## src/rtl/conv_a1_ctrl_pkg.sv

```systemverilog
// Shared sizes, derived widths and state encoding for the ConvA1 controller.
// Later conv controllers import the same package with their own values.
// Typed terminal constants keep every counter compare width-exact.
package conv_a1_ctrl_pkg;

  localparam int IFM_SIZE          = 32;
  localparam int KERNAL_SIZE       = 5;
  localparam int NUMBER_OF_FILTERS = 6;
  localparam int PIPE_LATENCY      = 3;

  localparam int IFM_SIZE_NEXT = IFM_SIZE - KERNAL_SIZE + 1;
  localparam int KERNAL_AREA   = KERNAL_SIZE * KERNAL_SIZE;
  localparam int IFM_AREA      = IFM_SIZE * IFM_SIZE;
  localparam int NEXT_AREA     = IFM_SIZE_NEXT * IFM_SIZE_NEXT;

  localparam int ADDRESS_SIZE_IFM      = $clog2(IFM_AREA);
  localparam int ADDRESS_SIZE_NEXT_IFM = $clog2(NEXT_AREA);
  localparam int ADDRESS_SIZE_WM       = $clog2(KERNAL_AREA * NUMBER_OF_FILTERS);
  localparam int ADDRESS_SIZE_BM       = $clog2(NUMBER_OF_FILTERS);
  localparam int COORD_W               = $clog2(IFM_SIZE);
  localparam int K_W                   = $clog2(KERNAL_AREA);
  // One extra bit so the write counter can be compared against the full map size.
  localparam int WCNT_W                = ADDRESS_SIZE_NEXT_IFM + 1;

  localparam logic [K_W-1:0]              K_LAST     = K_W'(KERNAL_AREA - 1);
  localparam logic [ADDRESS_SIZE_IFM-1:0] P_LAST     = ADDRESS_SIZE_IFM'(IFM_AREA - 1);
  localparam logic [COORD_W-1:0]          COORD_LAST = COORD_W'(IFM_SIZE - 1);
  localparam logic [COORD_W-1:0]          COORD_MIN  = COORD_W'(KERNAL_SIZE - 1);
  localparam logic [ADDRESS_SIZE_BM-1:0]  F_LAST     = ADDRESS_SIZE_BM'(NUMBER_OF_FILTERS - 1);
  localparam logic [ADDRESS_SIZE_WM-1:0]  WBASE_STEP = ADDRESS_SIZE_WM'(KERNAL_AREA);
  localparam logic [WCNT_W-1:0]           WCNT_FULL  = WCNT_W'(NEXT_AREA);

  typedef enum logic [2:0] {
    S_IDLE   = 3'd0,
    S_LOAD_W = 3'd1,
    S_LOAD_B = 3'd2,
    S_STREAM = 3'd3,
    S_DRAIN  = 3'd4,
    S_DONE   = 3'd5
  } state_t;

endpackage

```

## src/rtl/conv_a1_ctrl_delay_line.sv

```systemverilog
// Reset-cleared shift register used to align control with registered memory reads and the datapath.
// Latency: DEPTH cycles from d to q.
// No backpressure: shifts every cycle.
module conv_a1_ctrl_delay_line #(
  parameter int WIDTH = 1,
  parameter int DEPTH = 1
) (
  input  logic             clk,
  input  logic             reset,
  input  logic [WIDTH-1:0] d,
  output logic [WIDTH-1:0] q
);

  logic [WIDTH-1:0] stage [DEPTH];

  // Shift one stage per cycle; reset empties the whole line so no stale pulse escapes.
  always_ff @(posedge clk or negedge reset) begin
    if (!reset) begin
      for (int i = 0; i < DEPTH; i++) stage[i] <= '0;
    end else begin
      stage[0] <= d;
      for (int i = 1; i < DEPTH; i++) stage[i] <= stage[i-1];
    end
  end

  assign q = stage[DEPTH-1];

endmodule

```

## src/rtl/conv_a1_ctrl.sv

```systemverilog
// Sequencer for ConvA1: per filter loads kernel, selects bias, streams IFM, writes results, then pulses done.
// Latency per filter: 25 load + 1 bias + 1024 stream + PIPE_LATENCY+1 drain cycles.
// No backpressure: memories and datapath accept one item per cycle; start is ignored while busy.
module conv_a1_ctrl
  import conv_a1_ctrl_pkg::*;
(
  input  logic                             clk,
  input  logic                             reset,
  input  logic                             start,
  output logic                             busy,
  output logic                             done,
  output logic [ADDRESS_SIZE_IFM-1:0]      ifm_address_read_current,
  output logic                             ifm_enable_read_current,
  output logic                             fifo_enable,
  output logic                             conv_enable,
  output logic                             wm_addr_sel,
  output logic                             wm_enable_read,
  output logic [ADDRESS_SIZE_WM-1:0]       wm_address_read_current,
  output logic                             wm_fifo_enable,
  output logic                             bm_addr_sel,
  output logic                             bm_enable_read,
  output logic [ADDRESS_SIZE_BM-1:0]       bm_address_read_current,
  output logic [NUMBER_OF_FILTERS-1:0]     ofm_enable_write,
  output logic [ADDRESS_SIZE_NEXT_IFM-1:0] ofm_address
);

  state_t                           state, state_nxt;
  logic [K_W-1:0]                   k;
  logic [COORD_W-1:0]               row, col, row_d, col_d;
  logic [ADDRESS_SIZE_IFM-1:0]      p;
  logic [ADDRESS_SIZE_NEXT_IFM-1:0] wcnt;
  logic [WCNT_W-1:0]                wcnt_inc;
  logic [ADDRESS_SIZE_BM-1:0]       f;
  logic [ADDRESS_SIZE_WM-1:0]       wbase;
  logic                             wr_v;
  logic                             last_write;

  assign wcnt_inc   = WCNT_W'(wcnt) + WCNT_W'(1);
  assign last_write = wr_v && (wcnt_inc == WCNT_FULL);

  // State register.
  always_ff @(posedge clk or negedge reset) begin
    if (!reset) state <= S_IDLE;
    else        state <= state_nxt;
  end

  // Next state and per-state memory strobes.
  always_comb begin
    state_nxt               = state;
    busy                    = 1'b0;
    done                    = 1'b0;
    wm_enable_read          = 1'b0;
    bm_enable_read          = 1'b0;
    ifm_enable_read_current = 1'b0;
    case (state)
      S_IDLE: begin
        if (start) state_nxt = S_LOAD_W;
      end
      S_LOAD_W: begin
        busy           = 1'b1;
        wm_enable_read = 1'b1;
        if (k == K_LAST) state_nxt = S_LOAD_B;
      end
      S_LOAD_B: begin
        busy           = 1'b1;
        bm_enable_read = 1'b1;
        state_nxt      = S_STREAM;
      end
      S_STREAM: begin
        busy                    = 1'b1;
        ifm_enable_read_current = 1'b1;
        if (p == P_LAST) state_nxt = S_DRAIN;
      end
      S_DRAIN: begin
        busy = 1'b1;
        if (last_write) state_nxt = (f == F_LAST) ? S_DONE : S_LOAD_W;
      end
      S_DONE: begin
        done      = 1'b1;
        state_nxt = S_IDLE;
      end
      default: state_nxt = S_IDLE;
    endcase
  end

  // Kernel, pixel and filter counters; wbase steps by one kernel per filter instead of multiplying.
  always_ff @(posedge clk or negedge reset) begin
    if (!reset) begin
      k     <= '0;
      row   <= '0;
      col   <= '0;
      p     <= '0;
      f     <= '0;
      wbase <= '0;
    end else begin
      case (state)
        S_IDLE: begin
          if (start) begin
            k     <= '0;
            f     <= '0;
            wbase <= '0;
          end
        end
        S_LOAD_W: begin
          k <= (k == K_LAST) ? '0 : k + K_W'(1);
          if (k == K_LAST) begin
            row <= '0;
            col <= '0;
            p   <= '0;
          end
        end
        S_STREAM: begin
          p <= p + ADDRESS_SIZE_IFM'(1);
          if (col == COORD_LAST) begin
            col <= '0;
            row <= row + COORD_W'(1);
          end else begin
            col <= col + COORD_W'(1);
          end
        end
        S_DRAIN: begin
          if (last_write && (f != F_LAST)) begin
            f     <= f + ADDRESS_SIZE_BM'(1);
            wbase <= wbase + WBASE_STEP;
          end
        end
        S_DONE: begin
          f     <= '0;
          wbase <= '0;
        end
        default: ;
      endcase
    end
  end

  // Output write counter: advances on each datapath result, rewinds when a map is complete.
  always_ff @(posedge clk or negedge reset) begin
    if (!reset)          wcnt <= '0;
    else if (last_write) wcnt <= '0;
    else if (wr_v)       wcnt <= wcnt_inc[ADDRESS_SIZE_NEXT_IFM-1:0];
  end

  // Read data arrives one cycle after its enable; carry the pixel coordinates along with it.
  conv_a1_ctrl_delay_line #(.WIDTH(2 + 2*COORD_W), .DEPTH(1)) u_rd_align (
    .clk   (clk),
    .reset (reset),
    .d     ({ifm_enable_read_current, wm_enable_read, row, col}),
    .q     ({fifo_enable, wm_fifo_enable, row_d, col_d})
  );

  // Only windows whose bottom-right pixel lies at row,col >= K-1 are complete;
  // this also hides whatever the previous filter left in the line FIFO.
  assign conv_enable = fifo_enable && (row_d >= COORD_MIN) && (col_d >= COORD_MIN);

  conv_a1_ctrl_delay_line #(.WIDTH(1), .DEPTH(PIPE_LATENCY)) u_wr_align (
    .clk   (clk),
    .reset (reset),
    .d     (conv_enable),
    .q     (wr_v)
  );

  assign wm_addr_sel              = busy;
  assign bm_addr_sel              = busy;
  assign wm_address_read_current  = wm_enable_read ? (wbase + ADDRESS_SIZE_WM'(k)) : '0;
  assign ifm_address_read_current = ifm_enable_read_current ? p : '0;
  assign bm_address_read_current  = f;
  assign ofm_enable_write         = wr_v ? (NUMBER_OF_FILTERS'(1) << f) : '0;
  assign ofm_address              = wr_v ? wcnt : '0;

endmodule

```

## config.mk

```make
export PLATFORM = sky130hd
export DESIGN_NAME = conv_a1_ctrl
export DESIGN_NICKNAME = d
export VERILOG_FILES = /design/src/rtl/conv_a1_ctrl_pkg.sv /design/src/rtl/conv_a1_ctrl_delay_line.sv /design/src/rtl/conv_a1_ctrl.sv
export SDC_FILE = /design/constraint.sdc
export NUM_CORES = 1
export LEC_CHECK = 0
export BUFFER_PORTS_ARGS = -buffer_cell sky130_fd_sc_hd__buf_2
export CORE_AREA = 2 2 82 84
export CTS_BUF_LIST = sky130_fd_sc_hd__clkbuf_4 sky130_fd_sc_hd__clkbuf_8
export DETAILED_ROUTE_END_ITERATION = 16
export DIE_AREA = 0 0 84 86
export HOLD_SLACK_MARGIN = 0.05
export PLACE_DENSITY_LB_ADDON = 0.08
export REMOVE_ABC_BUFFERS = 1
export SLEW_MARGIN = 0
export SYNTH_ARGS = -nofsm -noshare
export SYNTH_HDL_FRONTEND = slang
export SYNTH_SLANG_ARGS = --single-unit
```

## constraint.sdc

```tcl
create_clock -name clk -period 7.2 [get_ports clk]
set_input_delay 2.16 -clock clk [delete_from_list [all_inputs] [get_ports clk]]
set_output_delay 2.16 -clock clk [all_outputs]
set_load 0.05 [all_outputs]
```

# After elaboration in Yosys (flattened, before gate mapping)
# Cells that the tools add are included.
[word_totals] wordCells=88 latch_bits=0 input_bits=3 output_inout_bits=47 mem_bits_rw=0 rom_bits=0 reg_bits=64 mem_count=0
[classes] n_mul=0 reduce_logical=15 n_shift=1 n_lt_le_gt_ge=2 div=0 n_eq_ne=17 n_mux=33 addsub=8 n_bitwise=0
[op_table] cell="$mux 10" n=5
[op_table] cell="$pmux 5 s2" n=3
[op_table] cell="$mux 5" n=5
[op_table] cell="$mux 8" n=3
[op_table] cell="$pmux 8 s3" n=1
[op_table] cell="$mux 3" n=7
[op_table] cell="$pmux 10 s2" n=1
[op_table] cell="$add 5x1->5 const B" n=3
[op_table] cell="$pmux 3 s5" n=1
[op_table] cell="$ne 2x2->1 const B" n=6
[op_table] cell="$add 10x1->11 const B" n=1
[op_table] cell="$eq 11x10->1 const B" n=1
[op_table] cell="$add 10x1->10 const B" n=1
[op_table] cell="$eq 10x10->1 const B" n=1
[op_table] cell="$eq 5x5->1 const B" n=2
[op_table] cell="$ge 5x3->1 const B" n=2
[op_table] cell="$eq 3x3->1 const B" n=3
[op_table] cell="$pmux 3 s3" n=1
[op_table] cell="$add 8x5->8" n=1
[op_table] cell="$add 8x5->8 const B" n=1
[op_table] cell="$eq 3x2->1 const B" n=2
[op_table] cell="$mux 6" n=1
[op_table] cell="$reduce_and 3->1" n=2
[op_table] cell="$reduce_bool 2->1" n=3
[op_table] cell="other kinds (11)" n=19

# Depth between registers and ports, before layout
# Gate-level depths: netlist of the first run.
[depth] word_depth=6 ltp_mapped=9 depth_no_buf=8

# Cells and area by module
# From an unflattened synthesis of the first run, not the netlist that was laid out.
[hier_totals] hier_cells=408 area_unflattened_um2=3699.8
[modules_own_cells] mod="conv_a1_ctrl" n_inst=1 cells_per_inst=393 seq_area_each_um2=1226.2 area_each_um2=3324.4
[modules_own_cells] mod="conv_a1_ctrl_delay_line (u_rd_align)" n_inst=1 cells_per_inst=12 seq_area_each_um2=300.3 area_each_um2=300.3
[modules_own_cells] mod="conv_a1_ctrl_delay_line (u_wr_align)" n_inst=1 cells_per_inst=3 seq_area_each_um2=75.1 area_each_um2=75.1

# Worst setup path after synthesis of the first run
# No wires, ideal clock.
[synth_path] kind="register to output" start="register k[0]" end="output port wm_address_read_current[4]" path_slack_ps=2553 n_path_buf=0 arrival_time_ps=2487 t_required_ps=5040 path_stages_with_launch=7 path_cell_list="dfrtp_1 -> ha_1 -> fa_1 -> a21o_1 -> a21oi_1 -> nor2b_1 -> nor3_1"
[synth_via] elab_chain_cells=2
[synth_rtl] element="from (decl)" line="conv_a1_ctrl.sv:28" source="logic [K_W-1:0] k;"
[synth_rtl] element="from (signal assigned)" line="conv_a1_ctrl.sv:105" source="k <= (k == K_LAST) ? '0 : k + K_W'(1);"
[synth_rtl] element="$add 8x5->8" line="conv_a1_ctrl.sv:164" source="assign wm_address_read_current = wm_enable_read ? (wbase + ADDRESS_SIZE_WM'(k)) : '0;"
[synth_rtl] element="$mux 8" line="conv_a1_ctrl.sv:164"
[synth_rtl] element="to (decl)" line="conv_a1_ctrl.sv:18" source="output logic [ADDRESS_SIZE_WM-1:0] wm_address_read_current,"
# Every way passes these cells.

# Final worst setup path of the first run
[layout_path] start="register k[0]" end="output port wm_address_read_current[6]"
# The elaborated chain is that of the path after synthesis.

==> metrics.txt, run 1 <==
gr usage total=0.206; Sw Share=0.236; number of max-cap violations=0; # diodes=0; H-tree Lvls=3; Synth Cell Area=3420 sq um; total CTS buffers=9; Max Buffers Root-to-Sink=2; Final setup viols=0; Initial Util=0.545; Core ar.=6280 sq um; Max Clock Freq=216 MHz; cell-internal power=0.499 mW; Seq pwr share=0.516; share of layout cells above drive strength 1=0.181; Avg Inst Size Synth=9.19 sq um; DRC=0; clock sinks=60; CP Launch Point=k[0]; CP max FO=6; type of the worst setup path=register to primary output; I/O pin cnt=50; Root Buffer=clkbuf_8; sequential share of the synthesized area=0.439; Worst EP required=5.04 ns; antenna viol nets, final=0; area grow syn2layout=13.8%; most common cell after layout, fill and taps aside=dfrtp_1; Final Slew Violations=0; Comb power frac=0.011; nets@finish=439; ys async rst share=1.00; Most used DFF post-synth=dfrtp_1; hold buffers post-CTS=0; dpl hpwl=4.78 mm; Cells after DPL=482; peak supply drop=0.110 mV; Clock Power Share=0.473; Synth warnings=0; Final Cell Area=3890 sq um; crit path to=wm_address_read_current[6]; #FFs+latches synth=60; Post-Layout Cell Count=498; Die Ht=86 um; Post-CTS Setup Repair Bufs=0; number of port buffers=49; router iterations before antenna repair=4; die width=84 um; final hold viol count=0; Pwr Density=168 nW/um^2; setup TNS=0 ns; first-pass GRT wire length=12.0 mm; CTS tree=done; Worst setup SP type=register; largest net degree at the start of global routing=61; DRT iter0 DRCs=138; number of fillers in the final layout=553; DR vias/cell=5.62; outcome=finished clean; Period Utilization, post-route=0.644; initial antenna violation count=0; flop2flop setup slack=4.09 ns; clk_skew=0.00533 ns; gp weighted congestion=0.806; most frequent cells in the layout=dfrtp_1 (60), buf_2 (49), nand2_1 (40); top post-synthesis cells by area=dfrtp_1 (44%), ha_1 (7.0%), and2_1 (4.4%), nand2_1 (4.4%), o21ai_0 (4.4%); Sw Pwr=0.154 mW; Post-synth EDFFs=0; Yosys top cell by area=dfrtp_1; vias in the first global route=2640; critical path data arrival time=2.48 ns; DR vias=2800; PostCTS Resize Cnt=0; Leakage=1.89 nW; routed wire length=6.93 mm; dpl cell area=3690 sq um; row cnt=29; Slew HR=0.361; DR WL/cell=13.9 um; CP endpoint kind=primary output; Hold Crit Class=register to register; CTS clk-pin slew, worst paths=0.07 ns; fin crit period=4.64 ns; die area=7220 sq um; worst reg-to-reg path cell count=7; R2R Path End=wbase[5]; GR Overflow Total=0; Clock Latency Late Sink=0.35 ns; Distinct cells, synth=50; Slew @ Worst Pin=0.950 ns; RSZ-0062 raised after global routing=no; Post-Synthesis Cells=372; overall power=0.653 mW; reg2reg start=wcnt[0]; Synth top area share=0.439
power by group through the flow:
stage | clock (mW) | combinational, mW | sequential [mW]
3_5_place_dp | 0 | 0.00800 | 0.343
4_1_cts | 0.313 | 0.00795 | 0.337
2_1_floorplan | 0 | 0.0000713 | 0.343
3_3_place_gp | 0 | 0.00797 | 0.343
5_1_grt | 0.329 | 0.00906 | 0.337
6_report | 0.309 | 0.00724 | 0.337
through the flow:
step,setup WS (ns),util,hold slack [ns]
2_1_floorplan,2.19,-,0.331
3_3_place_gp,2.96,0.588,0.333
3_5_place_dp,2.93,0.588,0.345
4_1_cts,2.55,0.620,0.362
5_1_grt,2.40,0.620,0.369
6_report,2.56,0.620,0.362
synth_stat cells, types with 2 or more instances:
master    instances
o31ai_1           3
o211ai_1         10
nor2b_1           3
nand2_1          40
or4_1             6
inv_1            14
nor3_1            6
or2_2             3
a22o_1            5
a21o_1            5
and2_1           24
xor2_1            9
mux2i_1           4
nand4_1           4
and3_1            9
or3_1             2
nand3_1          16
o21ai_0          30
mux2_2            3
dfrtp_1          60
nor2_1           39
clkbuf_1         12
nand3b_1          2
xnor2_1           8
a21oi_1           8
buf_4             3
or3b_2            2
o22ai_1           2
ha_1             19
registers in the layout, indices dropped and copies added (netlist names):
signal,cells
row,5
k,5
wcnt,10
wbase,8
p,10
state,3
u_rd_align.q,8
u_wr_align.stage,2
u_wr_align.q,1
col,5
bm_address_read_current,3
cells by family after synthesis:
family	count (synthesis)	synth area share
AND/OR/NAND/NOR	164	0.243
AO/OA/AOI/OAI	73	0.139
flip-flops	60	0.439
buffers and inverters	31	0.0377
adder cells (fa/ha/maj)	20	0.0754
XOR/XNOR	17	0.0436
multiplexers	7	0.0216
metal layers:
layer  up-vias  track usage  routed length, um
met5         -            0                  0
met4         0       0.0660                104
met3        12       0.0616                316
met2        58        0.327               3120
met1      1335        0.273               3380
li1       1395            -                  -
area by class of cell:
| cell class | count | area [sq um] | area share |
|---|---|---|---|
| Timing Repair Buffer | 50 | 253 | 0.0650 |
| Multi-Input combinational cell | 281 | 1790 | 0.459 |
| Inverter | 14 | 52.6 | 0.0135 |
| Clock buffer | 9 | 124 | 0.0318 |
| Sequential cell | 60 | 1500 | 0.386 |
| Clock inverter | 7 | 76.3 | 0.0196 |
| Tap cell | 77 | 96.3 | 0.0248 |
how the worst min path moves through the flow:
stage                                   start                  end  slack [ns]  depth (start not counted)
after floorplan           u_wr_align.stage[1]         u_wr_align.q        0.33                          0
after global placement    u_wr_align.stage[1]         u_wr_align.q        0.33                          0
after detailed placement  u_wr_align.stage[2]  u_wr_align.stage[1]        0.34                          0
after CTS                 u_wr_align.stage[2]  u_wr_align.stage[1]        0.36                          0
after global routing      u_wr_align.stage[2]  u_wr_align.stage[1]        0.37                          0
final                     u_wr_align.stage[2]  u_wr_align.stage[1]        0.36                          0
worst max-delay path: stages (launching register included):
cell     delay (ns)
dfrtp_1        0.44
ha_1           0.25
fa_1           0.41
a21o_1         0.18
a21oi_1        0.16
nor2b_1        0.07
o21ai_0        0.19
xor2_1         0.09
nor2_1         0.08
buf_2          0.26
Note: power is estimated with default switching activity, not from simulation.
==> inputs of run 2 (changes only) <==
- ABC_AREA: unset -> 1
- CORE_AREA: 2 2 82 84 -> 2 2 84 86
- DIE_AREA: 0 0 84 86 -> 0 0 86 88
- clock period: 7.2 -> 4.5 ns (I/O delays scaled with it)
==> run 2 against run 1 <==
Net effect: final cell count increased by 20%; count of clock-buffer cells in the layout up 3; core utilization decreased by 1.3 points; routed wire length grew 4.6%; worst hold slack better by 0.0096 ns; final area grew 3.6%; non-clock buffer count is 2 higher.
==> metrics.txt, run 2 <==
Synth Cell Area=3530 sq um (+3.3%); CTS tree=done; R2R Path End=bm_address_read_current[2]; Post-CTS Setup Repair Bufs=0 (unchanged); worst reg-to-reg path cell count=12 (+5); Sw Share=0.465 (+0.229); reg2reg start=wcnt[1]; # diodes=0 (unchanged); Synth top cells by count=nand2_1 (101), inv_1 (69), dfrtp_1 (60); Slowest cell on crit path=dfrtp_1; setup TNS=0 ns (unchanged); Hold Slack=0.371 ns (+0.00961 ns); nets@finish=534 (+22%); Root Buffer=clkbuf_8; number of fillers in the final layout=618 (+12%); number of port buffers=49 (unchanged); Worst EP required=3.15 ns (-1.89 ns); cell-internal power=1.17 mW (+140%); Pwr Density=544 nW/um^2 (+220%); DR WL/cell=12.2 um (-13%); Sw Pwr=1.02 mW (+560%); Yosys top cell by area=dfrtp_1; Comb power frac=0.434 (+0.423); routed wire length=7.25 mm (+4.6%); clk_skew=0.0119 ns (+0.00660 ns); Largest regs=p (10), wcnt (10); Post-Synthesis Cells=461 (+24%); H-tree Lvls=3 (unchanged); flop2flop setup slack=2.39 ns (-1.70 ns); top-count cell post-synth=nand2_1; DR vias/cell=5.08 (-9.7%); Clock Power Share=0.228 (-0.245); Avg Inst Size Synth=7.66 sq um (-17%); clock sinks=60 (unchanged); Worst setup SP type=register; DRT iter0 DRCs=133 (-3.6%); vias in the first global route=2725 (+3.2%); gp weighted congestion=0.842 (+4.4%); FF/Latch Area=1500 sq um (unchanged); DRC=0 (unchanged); Final Slew Violations=0 (unchanged); Distinct cells, synth=35 (-30%); Max Clock Freq=269 MHz; Slew HR=0.421 (+0.0602); row cnt=30 (+3.4%); sequential share of the synthesized area=0.425 (-0.0142); Most used DFF post-synth=dfrtp_1; GR Overflow Total=0 (unchanged); critical path data arrival time=2.37 ns (-0.11 ns); ys async rst share=1.00 (unchanged); Multi-input gate area=1690 sq um (-5.7%); Core ar.=6640 sq um (+5.8%); PostCTS Resize Cnt=0 (unchanged); Synth warnings=0 (unchanged); peak supply drop=0.287 mV (+160%); CP endpoint kind=primary output; Post-synth EDFFs=0 (unchanged); Max Buffers Root-to-Sink=2 (unchanged); Clock Latency Late Sink=0.33 ns (-0.02 ns); most frequent cells in the layout=nand2_1 (101), inv_1 (69), dfrtp_1 (60); die width=86 um (+2.4%); slowest stage delay, CP=0.42 ns (-0.02 ns); hold buffers post-CTS=0 (unchanged); total CTS buffers=9 (unchanged); Final setup viols=0 (unchanged); Period Utilization, post-route=0.826; outcome=finished clean; hold depth=0 (unchanged); hold path start=u_wr_align.stage[1]; share of layout cells above drive strength 1=0.176 (-0.00417); Seq pwr share=0.338 (-0.178); Hold Crit Class=register to register; antenna viol nets, final=0 (unchanged); die area=7570 sq um (+4.8%); DR vias=3027 (+8.1%); cell mode on critical path=nor2_1; largest net degree at the start of global routing=38 (-38%); number of max-cap violations=0 (unchanged); dpl hpwl=5.21 mm (+8.9%); final hold viol count=0 (unchanged); gr usage total=0.207 (+0.00105); type of the worst setup path=register to primary output; CTS clk-pin slew, worst paths=0.07 ns (about the same); most common cell after layout, fill and taps aside=nand2_1; fin crit period=3.72 ns; initial antenna violation count=0 (unchanged); #FFs+latches synth=60 (unchanged); I/O pin cnt=50 (unchanged); Slew @ Worst Pin=0.868 ns (-0.0815 ns); Leakage=2.12 nW (+12%); Initial Util=0.532 (-0.0129); CP max FO=4 (-2); worst-path cell chain=ha_1 -> fa_1 -> nand2_1 -> inv_1 -> o21a_1 -> nor2_1 -> nor2_1 -> nor2_1 -> o21ai_0 -> nor2_1 -> buf_2; Die Ht=88 um (+2.3%); first-pass GRT wire length=12.3 mm (+2.9%); hold-critical path endpoint=u_wr_align.q; router iterations before antenna repair=4 (unchanged); RSZ-0062 raised after global routing=no; top post-synthesis cells by area=dfrtp_1 (43%), nand2_1 (11%), inv_1 (7.3%), ha_1 (6.7%), nor2_1 (6.0%); area grow syn2layout=14.2%; Synth top area share=0.425 (-0.0142)
==> run 2: cell count changes in the layout (fill, tap and decap cells not counted), sizes merged, moves of 18 or more <==
cell / delta
inv: +57
and2: -24
nand3: +18
nor2: +23
nand2: +67
==> run 2: how the worst max path moves through the flow <==
| stage | cells past startpoint | start | to |
|---|---|---|---|
| 4_1_cts | 11 | wbase[0] | wm_address_read_current[6] |
| 2_1_floorplan | 8 | k[0] | wm_address_read_current[4] |
| 6_report | 11 | k[0] | wm_address_read_current[6] |
| 3_3_place_gp | 11 | wbase[0] | wm_address_read_current[6] |
| 5_1_grt | 11 | k[0] | wm_address_read_current[6] |
| 3_5_place_dp | 11 | wbase[0] | wm_address_read_current[6] |
==> run 2: critical path: cells and delay by family (launching register included) <==
family | cells | cell delay (ns)
fa+ha+maj | 2 | 0.63
flops | 1 | 0.42
simple gates | 5 | 0.41
compound gates | 2 | 0.26
buf+inv | 2 | 0.31
==> run 2: power by group through the flow <==
stage	Sequential [mW]	Combinational, mW	Clock, mW
2_1_floorplan	0.764	0.701	0
3_3_place_gp	0.745	0.940	0
3_5_place_dp	0.751	0.953	0
4_1_cts	0.742	0.958	0.512
5_1_grt	0.759	1.06	0.534
6_report	0.742	0.952	0.499
==> run 2: final cells by class <==
cell class / instances / area share
clock inverter: 4 / 0.0118
inverter: 72 / 0.0670
timing repair buffer: 52 / 0.0664
tap: 80 / 0.0248
multi-input combinational: 316 / 0.418
clock buffer: 12 / 0.0394
sequential: 60 / 0.372
==> run 2: per-layer routing <==
layer | share of wire | GRT usage | wire (um) | up-vias
met2 | 0.45 | 0.335 | 3290 | 51
li1 | - | - | - | 1568
met5 | 0 | 0 | 0 | -
met3 | 0.036 | 0.0349 | 264 | 9
met4 | 0.015 | 0.0866 | 107 | 0
met1 | 0.49 | 0.276 | 3580 | 1399
==> run 2: through the flow <==
stage | cells | util | worst slack, ns | power [mW] | area [sq um]
2_1_floorplan | 448 | - | 0.722 | 1.47 | 3460
3_3_place_gp | 580 | 0.576 | 1.18 | 1.69 | 3830
3_5_place_dp | 580 | 0.576 | 1.14 | 1.70 | 3830
4_1_cts | 596 | 0.607 | 0.767 | 2.21 | 4030
5_1_grt | 596 | 0.607 | 0.586 | 2.35 | 4030
6_report | 596 | 0.607 | 0.781 | 2.19 | 4030
==> run 2: logic make-up (layout without fill, tap and decap cells) <==
logic type | after synthesis | count (layout) | synth area share
DFF | 60 | 60 | 0.425
adders and majority gates | 20 | 20 | 0.0730
and+or+nand+nor | 225 | 225 | 0.284
AOI/OAI and AO/OA | 64 | 64 | 0.102
xor gates and xnor gates | 6 | 6 | 0.0149
muxes | 1 | 1 | 0.00319
buffers and inverters | 85 | 140 | 0.0974
